<file path="config.mk">
export PLATFORM = sky130hd
export DESIGN_NAME = axi4_resp_router
export DESIGN_NICKNAME = d
export VERILOG_FILES = /design/src/rtl/axi4_router_pkg.sv /design/src/rtl/axi4_id_track_table.sv /design/src/rtl/axi4_resp_router.sv
export SDC_FILE = /design/constraint.sdc
export NUM_CORES = 1
export LEC_CHECK = 0
export CAP_MARGIN = 40
export CORE_MARGIN = 4
export CORE_UTILIZATION = 43
export DETAILED_ROUTE_END_ITERATION = 7
export HOLD_SLACK_MARGIN = 0.08
export PLACE_DENSITY_LB_ADDON = 0.1
export SYNTH_ARGS = -nofsm -noshare
export SYNTH_HDL_FRONTEND = slang
export SYNTH_SLANG_ARGS = --single-unit
</file>
<file path="constraint.sdc">
create_clock -name clk -period 3 [get_ports clk]
set_input_delay 0.6 -clock clk [delete_from_list [all_inputs] [get_ports clk]]
set_output_delay 0.6 -clock clk [all_outputs]
set_load 0.02 [all_outputs]
</file>
<file path="src/rtl/axi4_router_pkg.sv">
// -----------------------------------------------------------------------------
// axi4_router_pkg
// Shared types for the AXI4 response router.
//   resp_e        : AXI response codes (OKAY/EXOKAY/SLVERR/DECERR)
//   track_entry_t : one outstanding-transaction table entry {valid, id, master}
// The id/master fields are sized to fixed maximums so one struct type serves
// every parameterisation; narrower values are zero-extended when stored.
// -----------------------------------------------------------------------------
package axi4_router_pkg;

    typedef enum logic [1:0] {
        RESP_OKAY   = 2'd0,
        RESP_EXOKAY = 2'd1,
        RESP_SLVERR = 2'd2,
        RESP_DECERR = 2'd3
    } resp_e;

    localparam int ENTRY_ID_W  = 16;
    localparam int ENTRY_MST_W = 8;

    typedef struct packed {
        logic                   valid;
        logic [ENTRY_ID_W-1:0]  id;
        logic [ENTRY_MST_W-1:0] master;
    } track_entry_t;

endpackage

</file>
<file path="src/rtl/axi4_id_track_table.sv">
// -----------------------------------------------------------------------------
// axi4_id_track_table
// Outstanding-transaction table: allocates the lowest free entry, looks up a
// response ID combinationally, frees the matching entry and keeps a count.
// Ports:
//   clk_i, rst_ni                   clock, async active-low reset
//   alloc_valid_i/master_i/id_i     allocation request
//   alloc_ready_o                   not full and alloc ID not already in use
//   lookup_id_i                     response ID to look up
//   match_o, match_master_o         lookup hit and owning master
//   free_i                          free the matching entry (ignored on miss)
//   count_o                         number of valid entries
// -----------------------------------------------------------------------------
module axi4_id_track_table
    import axi4_router_pkg::*;
#(
    parameter int ID_WIDTH    = 4,
    parameter int TABLE_DEPTH = 8,
    parameter int CNT_WIDTH   = $clog2(TABLE_DEPTH) + 1
) (
    input  logic                   clk_i,
    input  logic                   rst_ni,
    input  logic                   alloc_valid_i,
    input  logic [ENTRY_MST_W-1:0] alloc_master_i,
    input  logic [ID_WIDTH-1:0]    alloc_id_i,
    output logic                   alloc_ready_o,
    input  logic [ID_WIDTH-1:0]    lookup_id_i,
    output logic                   match_o,
    output logic [ENTRY_MST_W-1:0] match_master_o,
    input  logic                   free_i,
    output logic [CNT_WIDTH-1:0]   count_o
);

    localparam int IDX_W = (TABLE_DEPTH > 1) ? $clog2(TABLE_DEPTH) : 1;

    track_entry_t         entries_q [TABLE_DEPTH];
    track_entry_t         entries_d [TABLE_DEPTH];
    logic [CNT_WIDTH-1:0] count_q, count_d;
    logic [IDX_W-1:0]     free_idx, match_idx;
    logic                 has_free, dup_id, alloc_fire, free_fire;

    // Scan from the top down so the lowest free index wins. The ID-in-use
    // check looks only at registered entries, so an ID freed this cycle
    // still stalls its re-allocation until the next cycle.
    always_comb begin
        has_free       = 1'b0;
        free_idx       = '0;
        dup_id         = 1'b0;
        match_o        = 1'b0;
        match_idx      = '0;
        match_master_o = '0;
        for (int i = TABLE_DEPTH - 1; i >= 0; i--) begin
            if (!entries_q[i].valid) begin
                has_free = 1'b1;
                free_idx = IDX_W'(i);
            end
        end
        for (int i = 0; i < TABLE_DEPTH; i++) begin
            if (entries_q[i].valid && entries_q[i].id == ENTRY_ID_W'(alloc_id_i)) begin
                dup_id = 1'b1;
            end
            if (entries_q[i].valid && entries_q[i].id == ENTRY_ID_W'(lookup_id_i)) begin
                match_o        = 1'b1;
                match_idx      = IDX_W'(i);
                match_master_o = entries_q[i].master;
            end
        end
    end

    assign alloc_ready_o = has_free && !dup_id;
    assign alloc_fire    = alloc_valid_i && alloc_ready_o;
    assign free_fire     = free_i && match_o;
    assign count_o       = count_q;

    // The freed slot is always a valid entry and the allocated slot an
    // invalid one, so both can be updated in the same cycle without conflict.
    always_comb begin
        for (int i = 0; i < TABLE_DEPTH; i++) begin
            entries_d[i] = entries_q[i];
            if (free_fire && match_idx == IDX_W'(i)) begin
                entries_d[i].valid = 1'b0;
            end
            if (alloc_fire && free_idx == IDX_W'(i)) begin
                entries_d[i].valid  = 1'b1;
                entries_d[i].id     = ENTRY_ID_W'(alloc_id_i);
                entries_d[i].master = alloc_master_i;
            end
        end
        count_d = count_q + CNT_WIDTH'(alloc_fire) - CNT_WIDTH'(free_fire);
    end

    always_ff @(posedge clk_i or negedge rst_ni) begin
        if (!rst_ni) begin
            for (int i = 0; i < TABLE_DEPTH; i++) begin
                entries_q[i] <= '0;
            end
            count_q <= '0;
        end else begin
            for (int i = 0; i < TABLE_DEPTH; i++) begin
                entries_q[i] <= entries_d[i];
            end
            count_q <= count_d;
        end
    end

endmodule

</file>
<file path="src/rtl/axi4_resp_router.sv">
// -----------------------------------------------------------------------------
// axi4_resp_router
// Routes slave-side AXI responses back to the master that issued the request,
// using an ID tracking table filled at arbiter-grant time.
// Ports:
//   clk, rst_n                      clock, async active-low reset
//   alloc_valid/master/id, alloc_ready   grant-time table allocation
//   rsp_valid/id/resp/last, rsp_ready    incoming response
//   m_rsp_valid[], m_rsp_ready[]         per-master handshake
//   m_rsp_id/resp/last                   shared payload to all masters
//   outstanding                     valid table entries
//   unmatched_count                 saturating count of unmatched responses
// -----------------------------------------------------------------------------
module axi4_resp_router
    import axi4_router_pkg::*;
#(
    parameter int NUM_MASTERS = 4,
    parameter int ID_WIDTH    = 4,
    parameter int TABLE_DEPTH = 8,
    localparam int MST_W      = (NUM_MASTERS > 1) ? $clog2(NUM_MASTERS) : 1,
    localparam int CNT_W      = $clog2(TABLE_DEPTH) + 1
) (
    input  logic                   clk,
    input  logic                   rst_n,
    input  logic                   alloc_valid,
    input  logic [MST_W-1:0]       alloc_master,
    input  logic [ID_WIDTH-1:0]    alloc_id,
    output logic                   alloc_ready,
    input  logic                   rsp_valid,
    input  logic [ID_WIDTH-1:0]    rsp_id,
    input  logic [1:0]             rsp_resp,
    input  logic                   rsp_last,
    output logic                   rsp_ready,
    output logic [NUM_MASTERS-1:0] m_rsp_valid,
    output logic [ID_WIDTH-1:0]    m_rsp_id,
    output logic [1:0]             m_rsp_resp,
    output logic                   m_rsp_last,
    input  logic [NUM_MASTERS-1:0] m_rsp_ready,
    output logic [CNT_W-1:0]       outstanding,
    output logic [31:0]            unmatched_count
);

    logic                   match;
    logic [ENTRY_MST_W-1:0] match_master;
    logic                   sel_ready, rsp_fire;

    logic                   out_valid_q, out_valid_d;
    logic [ENTRY_MST_W-1:0] out_master_q, out_master_d;
    logic [ID_WIDTH-1:0]    out_id_q, out_id_d;
    logic [1:0]             out_resp_q, out_resp_d;
    logic                   out_last_q, out_last_d;
    logic [31:0]            unmatched_q, unmatched_d;

    axi4_id_track_table #(
        .ID_WIDTH    (ID_WIDTH),
        .TABLE_DEPTH (TABLE_DEPTH),
        .CNT_WIDTH   (CNT_W)
    ) u_table (
        .clk_i          (clk),
        .rst_ni         (rst_n),
        .alloc_valid_i  (alloc_valid),
        .alloc_master_i (ENTRY_MST_W'(alloc_master)),
        .alloc_id_i     (alloc_id),
        .alloc_ready_o  (alloc_ready),
        .lookup_id_i    (rsp_id),
        .match_o        (match),
        .match_master_o (match_master),
        .free_i         (rsp_fire && rsp_last),
        .count_o        (outstanding)
    );

    // Ready of the master currently addressed by the output register, plus
    // one-hot decode of the registered master onto the per-master valids.
    always_comb begin
        sel_ready   = 1'b0;
        m_rsp_valid = '0;
        for (int i = 0; i < NUM_MASTERS; i++) begin
            if (out_master_q == ENTRY_MST_W'(i)) begin
                sel_ready      = m_rsp_ready[i];
                m_rsp_valid[i] = out_valid_q;
            end
        end
    end

    assign rsp_ready       = !out_valid_q || sel_ready;
    assign rsp_fire        = rsp_valid && rsp_ready;
    assign m_rsp_id        = out_id_q;
    assign m_rsp_resp      = out_resp_q;
    assign m_rsp_last      = out_last_q;
    assign unmatched_count = unmatched_q;

    // The payload only reloads on an accepted matching response, which can
    // happen only when the register is empty or draining, so it stays stable
    // while the selected master stalls.
    always_comb begin
        out_valid_d  = out_valid_q && !sel_ready;
        out_master_d = out_master_q;
        out_id_d     = out_id_q;
        out_resp_d   = out_resp_q;
        out_last_d   = out_last_q;
        unmatched_d  = unmatched_q;
        if (rsp_fire && match) begin
            out_valid_d  = 1'b1;
            out_master_d = match_master;
            out_id_d     = rsp_id;
            out_resp_d   = rsp_resp;
            out_last_d   = rsp_last;
        end
        if (rsp_fire && !match && unmatched_q != 32'hFFFF_FFFF) begin
            unmatched_d = unmatched_q + 32'd1;
        end
    end

    always_ff @(posedge clk or negedge rst_n) begin
        if (!rst_n) begin
            out_valid_q  <= 1'b0;
            out_master_q <= '0;
            out_id_q     <= '0;
            out_resp_q   <= '0;
            out_last_q   <= 1'b0;
            unmatched_q  <= '0;
        end else begin
            out_valid_q  <= out_valid_d;
            out_master_q <= out_master_d;
            out_id_q     <= out_id_d;
            out_resp_q   <= out_resp_d;
            out_last_q   <= out_last_d;
            unmatched_q  <= unmatched_d;
        end
    end

endmodule

</file>
Word level (Yosys, flattened, before mapping)
Cells that the tools add are included.

RAM bits: 0. Output and inout bits: 49. Bits in latches: 0. Bits in read-only memories: 0. Register bits after elaboration: 108. Memories: 0.

Order comparisons: 0. Reductions and logical operators: 57. Add/subtract/negate cells: 3. Bitwise operators: 0. Eq/ne operators: 34. Multiplexer cells: 72. Multipliers: 0. Shift operators: 0. Div/mod/pow operators: 0.

Operators by type and width (count): $mux 25 (8); $eq 4x4->1 (16); $mux 1 (42); $logic_and 1x1->1 (41); $mux 3 (12); $add 32x1->32 const B (1); $ne 32x32->1 const B (1); $eq 3x3->1 const B (8); $mux 2 (10); $eq 8x2->1 const B (2); $reduce_bool 2->1 (8); $eq 3x2->1 const B (4); $eq 8x1->1 const B (1); $logic_not 8->1 (1); $eq 3x1->1 const B (2); $logic_not 3->1 (2); $add 4x1->4 (1); $logic_not 1->1 (4); $sub 4x1->4 (1); $logic_or 1x1->1 (1).

Depth between registers and ports, before layout
Gate-level depths: netlist of the first run.

Depth in word-level cells: 15. Mapped depth: 13.

Hierarchy
From an unflattened synthesis of the first run, not the netlist that was laid out.

Cell total of the unflattened synthesis: 702. Area total of the unflattened synthesis: 8440.6 µm².

By module, submodules not included: axi4_id_track_table (area each 6073.3 µm², cells an instance 505, times used 1); axi4_resp_router (area each 2367.3 µm², cells an instance 197, times used 1).

Worst setup path after synthesis of the first run
No wires, ideal clock.

Kind: input-to-reg. From: input rsp_id[1]. To: register u_table.count_q[2] (netlist: u_table.count_o[2]). Required time: 2.877 ns. Data arrival time: 2.919 ns. Slack: -0.042 ns. Stages: 12. Buffers on the path: 1. Cell sequence: buf_4 > xor2_1 > nor4_1 > nor2_1 > a41oi_1 > and2_1 > ha_1 > inv_1 > ha_1 > inv_1 > fa_1 > xnor2_1.

Cells in the longest elaborated chain, start to end: 12. Elaborated cells on any way between the ends: 26. Those cells by class: add/sub: 1; eq/ne: 8; mux: 8; reduce/logical: 9.

Ends and longest elaborated chain: from (decl) (RTL line axi4_resp_router.sv:30) `input logic [ID_WIDTH-1:0] rsp_id,`; $eq 4x4->1 (RTL line axi4_id_track_table.sv:62) `if (entries_q[i].valid && entries_q[i].id == ENTRY_ID_W'(lookup_id_i)) begin`; $logic_and 1x1->1 (RTL line axi4_id_track_table.sv:62); $mux 1 (7 in a row) (RTL line axi4_id_track_table.sv:62); $mux 1 (*) (RTL line axi4_id_track_table.sv:62); $logic_and 1x1->1 (*) (RTL line axi4_id_track_table.sv:72) `assign free_fire = free_i && match_o;`; $sub 4x1->4 (*) (RTL line axi4_id_track_table.sv:89) `count_d = count_q + CNT_WIDTH'(alloc_fire) - CNT_WIDTH'(free_fire);`; net u_table.count_d[2] (RTL line axi4_id_track_table.sv:38) `logic [CNT_WIDTH-1:0] count_q, count_d;`; to (signal assigned) (RTL line axi4_id_track_table.sv:102) `count_q <= count_d;`; to (decl) (RTL line axi4_id_track_table.sv:38).

The timed path passes the listed nets; every way through them passes the cells marked *. A chain may end at the register's enable or synchronous reset.

Worst setup path in the final report of the first run
From: input m_rsp_ready[3]. To: output rsp_ready.

Cells in the longest elaborated chain, start to end: 2.

Ends and longest elaborated chain: from (decl) (RTL line axi4_resp_router.sv:38) `input logic [NUM_MASTERS-1:0] m_rsp_ready,`; $mux 1 (RTL line axi4_resp_router.sv:78) `if (out_master_q == ENTRY_MST_W'(i)) begin`; $logic_or 1x1->1 (RTL line axi4_resp_router.sv:85) `assign rsp_ready = !out_valid_q || sel_ready;`; to (decl) (RTL line axi4_resp_router.sv:33) `output logic rsp_ready,`.

No other way between the ends.

==> results.json, run 1 <==
{
  "cts_sinks": 102,
  "rsz0062_at_grt": "yes",
  "area_growth_syn_to_layout_pct": 33.5,
  "r2r_slack_ns": 0.27,
  "crit_required_ns": 2.40,
  "drtIter0Drc": 205,
  "gr-total-overflow": 0,
  "pre_cts_slack_ns": -0.580,
  "min_period_over_period_pct": 97.6,
  "tightest_slew_ns": 0.621,
  "grt_max_degree": 74,
  "dieWidth_um": 122,
  "hold_viol_final": 0,
  "postSynthCellCount": 514,
  "insertion_delay_ns": 0.35,
  "drv_cap": 0,
  "drive_above_1_share_pct": 28.3,
  "syn_area_per_cell_um2": 10.9,
  "crit_path_end_kind": "primary output",
  "ir_drop_mv": 0.568,
  "reg2reg_to": "u_table.count_o[2]$_DFF_PN0_",
  "clkTransAtPathRegs_ns": 0.07,
  "grt_pass1_vias": 4458,
  "cts_tree": "done",
  "r2r_start": "out_master_q[0]$_DFFE_PN0P_",
  "wl_mm": 13.7,
  "max-slew-margin-rel_pct": 58.5,
  "grt_pass1_wl_mm": 22.6,
  "setup_viol": 0,
  "syn_area_um2": 5610,
  "synth_nets": 541,
  "worstPathArrival_ns": 2.33,
  "die_h_um": 122,
  "diodes": 0,
  "async_flop_share_pct": 100,
  "cts_buffer_depth": 2,
  "setup.worst_path.class": "in2out",
  "cts_inserted_buffers": 9,
  "place_congestion": 0.879,
  "firstDrtPassIters": 4,
  "path_common_cell": "clkdlybuf4s50_1",
  "fmax_ghz": 0.342,
  "root_buffer": "clkbuf_16",
  "fin_ws_ns": 0.0719,
  "fillers": 1099,
  "worstPathCellList": "clkdlybuf4s50_1 > mux4_2 > nand2b_1 > buf_4 > clkdlybuf4s50_1",
  "mostFrequentLayoutCell": "dfrtp_1",
  "drcViolationCount": 0,
  "ys_seq_area_share_pct": 45.5,
  "numPortBuffers": 69,
  "power_uw": 7040,
  "vias": 4319,
  "min_period_ns": 2.93,
  "power_density_nw_per_um2": 940,
  "hold_buffers": 0,
  "status": "finished clean",
  "fin_skew_ns": 0.00642,
  "p_leak_uw": 0.00320,
  "synth_top_flop_cell": "dfrtp_1",
  "viasPerCell": 5.25,
  "fp.coreArea_um2": 12700,
  "crit_fanout": 3,
  "report.final.slew_viol_count": 0,
  "place_hpwl_mm": 10.2,
  "ys_types": 54,
  "wl_per_cell_um": 16.6,
  "start_util_pct": 44.3,
  "hold_class": "in2async",
  "dieArea_um2": 14900,
  "tns_ns": 0,
  "num_rows": 41,
  "mostFrequentLayoutCells": "102 x dfrtp_1, 66 x buf_4, 60 x clkdlybuf4s50_1",
  "crit_slowest_cell": "clkdlybuf4s50_1",
  "yosysWarnings": 0,
  "antenna_found_initial": 0,
  "h-tree-depth": 3,
  "critPathTopFamily": "buffers and inverters",
  "nNetsFinal": 673,
  "synth_edf_count": 0,
  "ioPinCount": 70,
  "grtUsageTotal_pct": 19.2,
  "slowest_delay_ns": 0.54,
  "cp-start-kind": "input port",
  "critPathBufInv": 3,
  "postRouteAntennaNets": 0,
  "ys_ff_latch": 102,
  "reg2reg_depth": 11
}
## worst max-delay path by stage
stage / startpoint / endpoint / slack [ns] / cells after the start
finish: m_rsp_ready[3] / rsp_ready / 0.07 / 5
global placement: rsp_id[2] / u_table.count_o[1]$_DFF_PN0_ / -0.53 / 14
floorplan: rsp_id[1] / u_table.count_o[2]$_DFF_PN0_ / 0.05 / 13
detailed placement: rsp_id[2] / u_table.count_o[1]$_DFF_PN0_ / -0.58 / 14
CTS: alloc_id[0] / u_table.entries_q[111]$_DFFE_PN0P_ / 0.01 / 13
global route: alloc_id[0] / u_table.entries_q[111]$_DFFE_PN0P_ / -0.009 / 13
## layout make-up
type,count,area (um2),share of cell area (%)
clock inverter,6,51.3,0.685
timing repair buffer,145,1370,18.3
sequential,102,2550,34.1
tap,172,215,2.87
multi-input combinational,374,3010,40.1
clock buffer,10,239,3.19
inverter,14,55.1,0.735
## power breakdown
group,internal (uW),switching (uW)
Combinational,1850,1580
Clock,599,539
Sequential,1890,581
Total,4340,2700
## state kept, by name (all words and copies together), names as in the netlist
signal	cells
m_rsp_id	4
m_rsp_last	1
m_rsp_resp	2
out_master_q	2
out_valid_q	1
u_table.count_o	4
u_table.entries_q	56
unmatched_count	32
## worst register-to-register path, stage by stage, from the launching register on
cell,delay (ns)
dfrtp_1,0.43
mux4_2,0.52
nand2b_1,0.18
nand2_1,0.17
a41oi_4,0.06
and2_4,0.19
ha_1,0.26
inv_1,0.06
ha_2,0.17
inv_1,0.05
fa_1,0.40
xnor2_1,0.13
## through the flow
step | std cells | util (%) | hold WS, ns | area, um2
floorplan | 514 | - | 0.304 | 5620
global placement | 792 | 54.8 | 0.479 | 6940
detailed placement | 792 | 54.8 | 0.470 | 6940
CTS | 822 | 58.4 | 0.187 | 7400
global route | 823 | 59.1 | 0.206 | 7490
finish | 823 | 59.1 | 0.184 | 7490
## what timing repair did
action,in CTS,in global routing
cloned,0,0
gates resized for setup,28,12
buffers inserted,14,1
pin swaps,12,5
setup endpoints to repair,12,38
## metal layers
| metal | global-route usage (%) | routed length, um | up-vias |
|---|---|---|---|
| li1 | - | - | 2076 |
| met1 | 27.0 | 6500 | 2141 |
| met2 | 29.7 | 6330 | 90 |
| met3 | 3.44 | 624 | 12 |
| met4 | 6.86 | 193 | 0 |
| met5 | 0 | 0 | - |
## synthesized netlist by cell type (all sizes together), types with 9 or more instances
master	n	area share, %
nand3	30	2.7
dfrtp	102	46
nand2	39	2.6
o21ai	9	0.80
nor2	15	1.0
inv	14	0.94
nor4	11	1.6
nor3	22	2.2
mux2	56	11
nand4	22	2.6
and3	14	1.7
buf	19	2.4
xor2	46	7.2
xnor2	48	7.5
## kinds of logic after synthesis
| group | after synthesis | share of synthesized area (%) |
|---|---|---|
| compound gates | 34 | 4.13 |
| xor+xnor | 94 | 14.7 |
| fa+ha+maj | 6 | 1.47 |
| buf+inv | 38 | 3.66 |
| flops | 102 | 45.5 |
| mux | 57 | 11.6 |
| simple gates | 183 | 18.9 |
Power figures use the tool's default switching activity.
==> inputs of run 2 (changes only) <==
--- a/config.mk
+++ b/config.mk
@@ -12,2 +12,3 @@
 export HOLD_SLACK_MARGIN = 0.08
+export MAX_ROUTING_LAYER = met4
 export PLACE_DENSITY_LB_ADDON = 0.1
==> constraint.sdc (replaced) <==
create_clock -name clk -period 3 [get_ports clk]
set_input_delay 0.75 -clock clk [delete_from_list [all_inputs] [get_ports clk]]
set_output_delay 0.75 -clock clk [all_outputs]
set_load 0.02 [all_outputs]
==> run 2 against run 1 <==
Against the previous run:
- power rose by 2.6%
- wire length is 6.2% higher
- clock skew is 0.0052 ns higher
- register-to-register slack hardly changed
- sequential power about the same
- highest routed layer unchanged
==> results.json, run 2 (synthesized netlist as in run 1, its figures left out) <==
{
  "cts_inserted_buffers": 9,
  "clkTransAtPathRegs_ns": 0.06,
  "p_seq_share_pct": 34.0,
  "power_density_nw_per_um2": 939,
  "viasPerCell": 5.28,
  "max-slew-margin-rel_pct": 48.7,
  "wl_mm": 14.5,
  "start_util_pct": 44.3,
  "grtUsageTotal_pct": 21.3,
  "clkPwrFrac_pct": 15.9,
  "tightest_slew_ns": 0.767,
  "largest_reg_flops": 56,
  "dieArea_um2": 14900,
  "ir_drop_mv": 0.531,
  "dieWidth_um": 122,
  "fin_ws_ns": 0.0132,
  "setup_viol": 0,
  "drtIter0Drc": 302,
  "fp.coreArea_um2": 12700,
  "cts_tree": "done",
  "insertion_delay_ns": 0.35,
  "drive_above_1_share_pct": 31.6,
  "nNetsFinal": 686,
  "drcViolationCount": 0,
  "setup.worst_path.class": "in2reg",
  "report.final.slew_viol_count": 0,
  "grt_max_degree": 50,
  "ioPinCount": 70,
  "crit_fanout": 2,
  "critPathBufInv": 4,
  "hold_class": "in2async",
  "firstDrtPassIters": 4,
  "mostFrequentLayoutCells": "102 x dfrtp_1, 77 x buf_4, 58 x clkdlybuf4s50_1",
  "h-tree-depth": 3,
  "root_buffer": "clkbuf_16",
  "grt_pass1_vias": 4553,
  "cts_sinks": 102,
  "postRouteAntennaNets": 0,
  "crit_slowest_cell": "fa_2",
  "worstPathArrival_ns": 3.23,
  "slowest_delay_ns": 0.50,
  "fmax_ghz": 0.335,
  "p_int_uw": 4480,
  "critPathTopFamily": "adder cells",
  "drv_cap": 0,
  "p_comb_share_pct": 50.1,
  "area_growth_syn_to_layout_pct": 37.2,
  "place_congestion": 0.902,
  "fin_util_pct": 60.7,
  "fillers": 1092,
  "vias": 4410,
  "grt_pass1_wl_mm": 24.0,
  "antenna_found_initial": 0,
  "status": "finished clean",
  "min_period_ns": 2.99,
  "fin_skew_ns": 0.0117,
  "cts_buffer_depth": 2,
  "pre_cts_slack_ns": -0.801,
  "mostFrequentLayoutCell": "dfrtp_1",
  "hold_viol_final": 0,
  "crit_path_end_kind": "register",
  "rsz0062_at_grt": "yes",
  "gr-total-overflow": 0,
  "diodes": 0,
  "placed_cell_area_um2": 7010,
  "min_period_over_period_pct": 99.6,
  "worstPathCellList": "clkdlybuf4s50_1 > mux4_2 > nand2b_4 > nand2_4 > a41oi_4 > and2_4 > ha_1 > inv_1 > ha_2 > inv_2 > fa_2 > inv_1",
  "wl_per_cell_um": 17.3,
  "crit_required_ns": 3.24,
  "p_leak_uw": 0.00327,
  "die_h_um": 122,
  "switching_share_pct": 38.0,
  "place_hpwl_mm": 10.6,
  "power_uw": 7230,
  "path_common_cell": "inv_1",
  "final_area_um2": 7690,
  "cp-start-kind": "input port",
  "top_register": "u_table.entries_q",
  "numPortBuffers": 69,
  "num_rows": 41,
  "p_switching_uw": 2740
}
## run 2: power by group through the flow
| stage | logic [uW] | clock network [uW] | registers [uW] |
|---|---|---|---|
| after floorplan | 2000 | 0 | 2440 |
| after global placement | 3260 | 0 | 2440 |
| after detailed placement | 3310 | 0 | 2450 |
| after CTS | 3550 | 1190 | 2440 |
| after global routing | 3950 | 1250 | 2540 |
| final | 3620 | 1150 | 2460 |
## run 2: metrics by stage
stage | TNS, ns | hold WS (ns) | std cells
finish | 0 | 0.417 | 836
global route | -0.180 | 0.468 | 836
CTS | -0.00581 | 0.443 | 834
detailed placement | -45.50 | 0.477 | 803
global placement | -44.89 | 0.471 | 803
floorplan | -0.00792 | 0.454 | 514
## run 2: repair_timing
| item | 4_1_cts | 5_1_grt |
|---|---|---|
| resized for setup | 69 | 11 |
| pin swaps | 16 | 9 |
| hold buffers | 0 | 0 |
| endpoints found under the setup margin | 83 | 21 |
| setup buffers | 15 | 2 |
## run 2: final cells by class
| cell class | instances | area, um2 | area share [%] |
|---|---|---|---|
| inverter | 14 | 52.6 | 0.683 |
| clock buffer | 12 | 236 | 3.07 |
| multi-input combinational | 374 | 3140 | 40.9 |
| sequential | 102 | 2550 | 33.2 |
| tap | 172 | 215 | 2.80 |
| clock inverter | 4 | 47.5 | 0.618 |
| timing repair buffer | 158 | 1450 | 18.8 |
## run 2: path summary, 6_finish.rpt
check | slack, ns | startpoint | cells after the start | end
hold reg to reg | 0.49 | m_rsp_last$_DFFE_PN0P_ | 1 | m_rsp_last$_DFFE_PN0P_
setup reg to reg | 0.28 | u_table.entries_q[59]$_DFFE_PN0P_ | 12 | u_table.count_o[1]$_DFF_PN0_
min in group clk | 0.49 | m_rsp_last$_DFFE_PN0P_ | 1 | m_rsp_last$_DFFE_PN0P_
max in group asynchronous | 1.93 | rst_n | 2 | unmatched_count[21]$_DFFE_PN0P_
setup / recovery | 0.01 | m_rsp_ready[3] | 12 | u_table.count_o[1]$_DFF_PN0_
hold / removal | 0.42 | rst_n | 1 | out_master_q[0]$_DFFE_PN0P_
## run 2: metal layers
layer,up-vias,global-route usage (%),wire length (um)
li1,2102,-,-
met1,2201,28.5,6660
met2,99,33.2,7120
met3,8,4.22,613
met4,0,6.09,112
met5,-,-,0
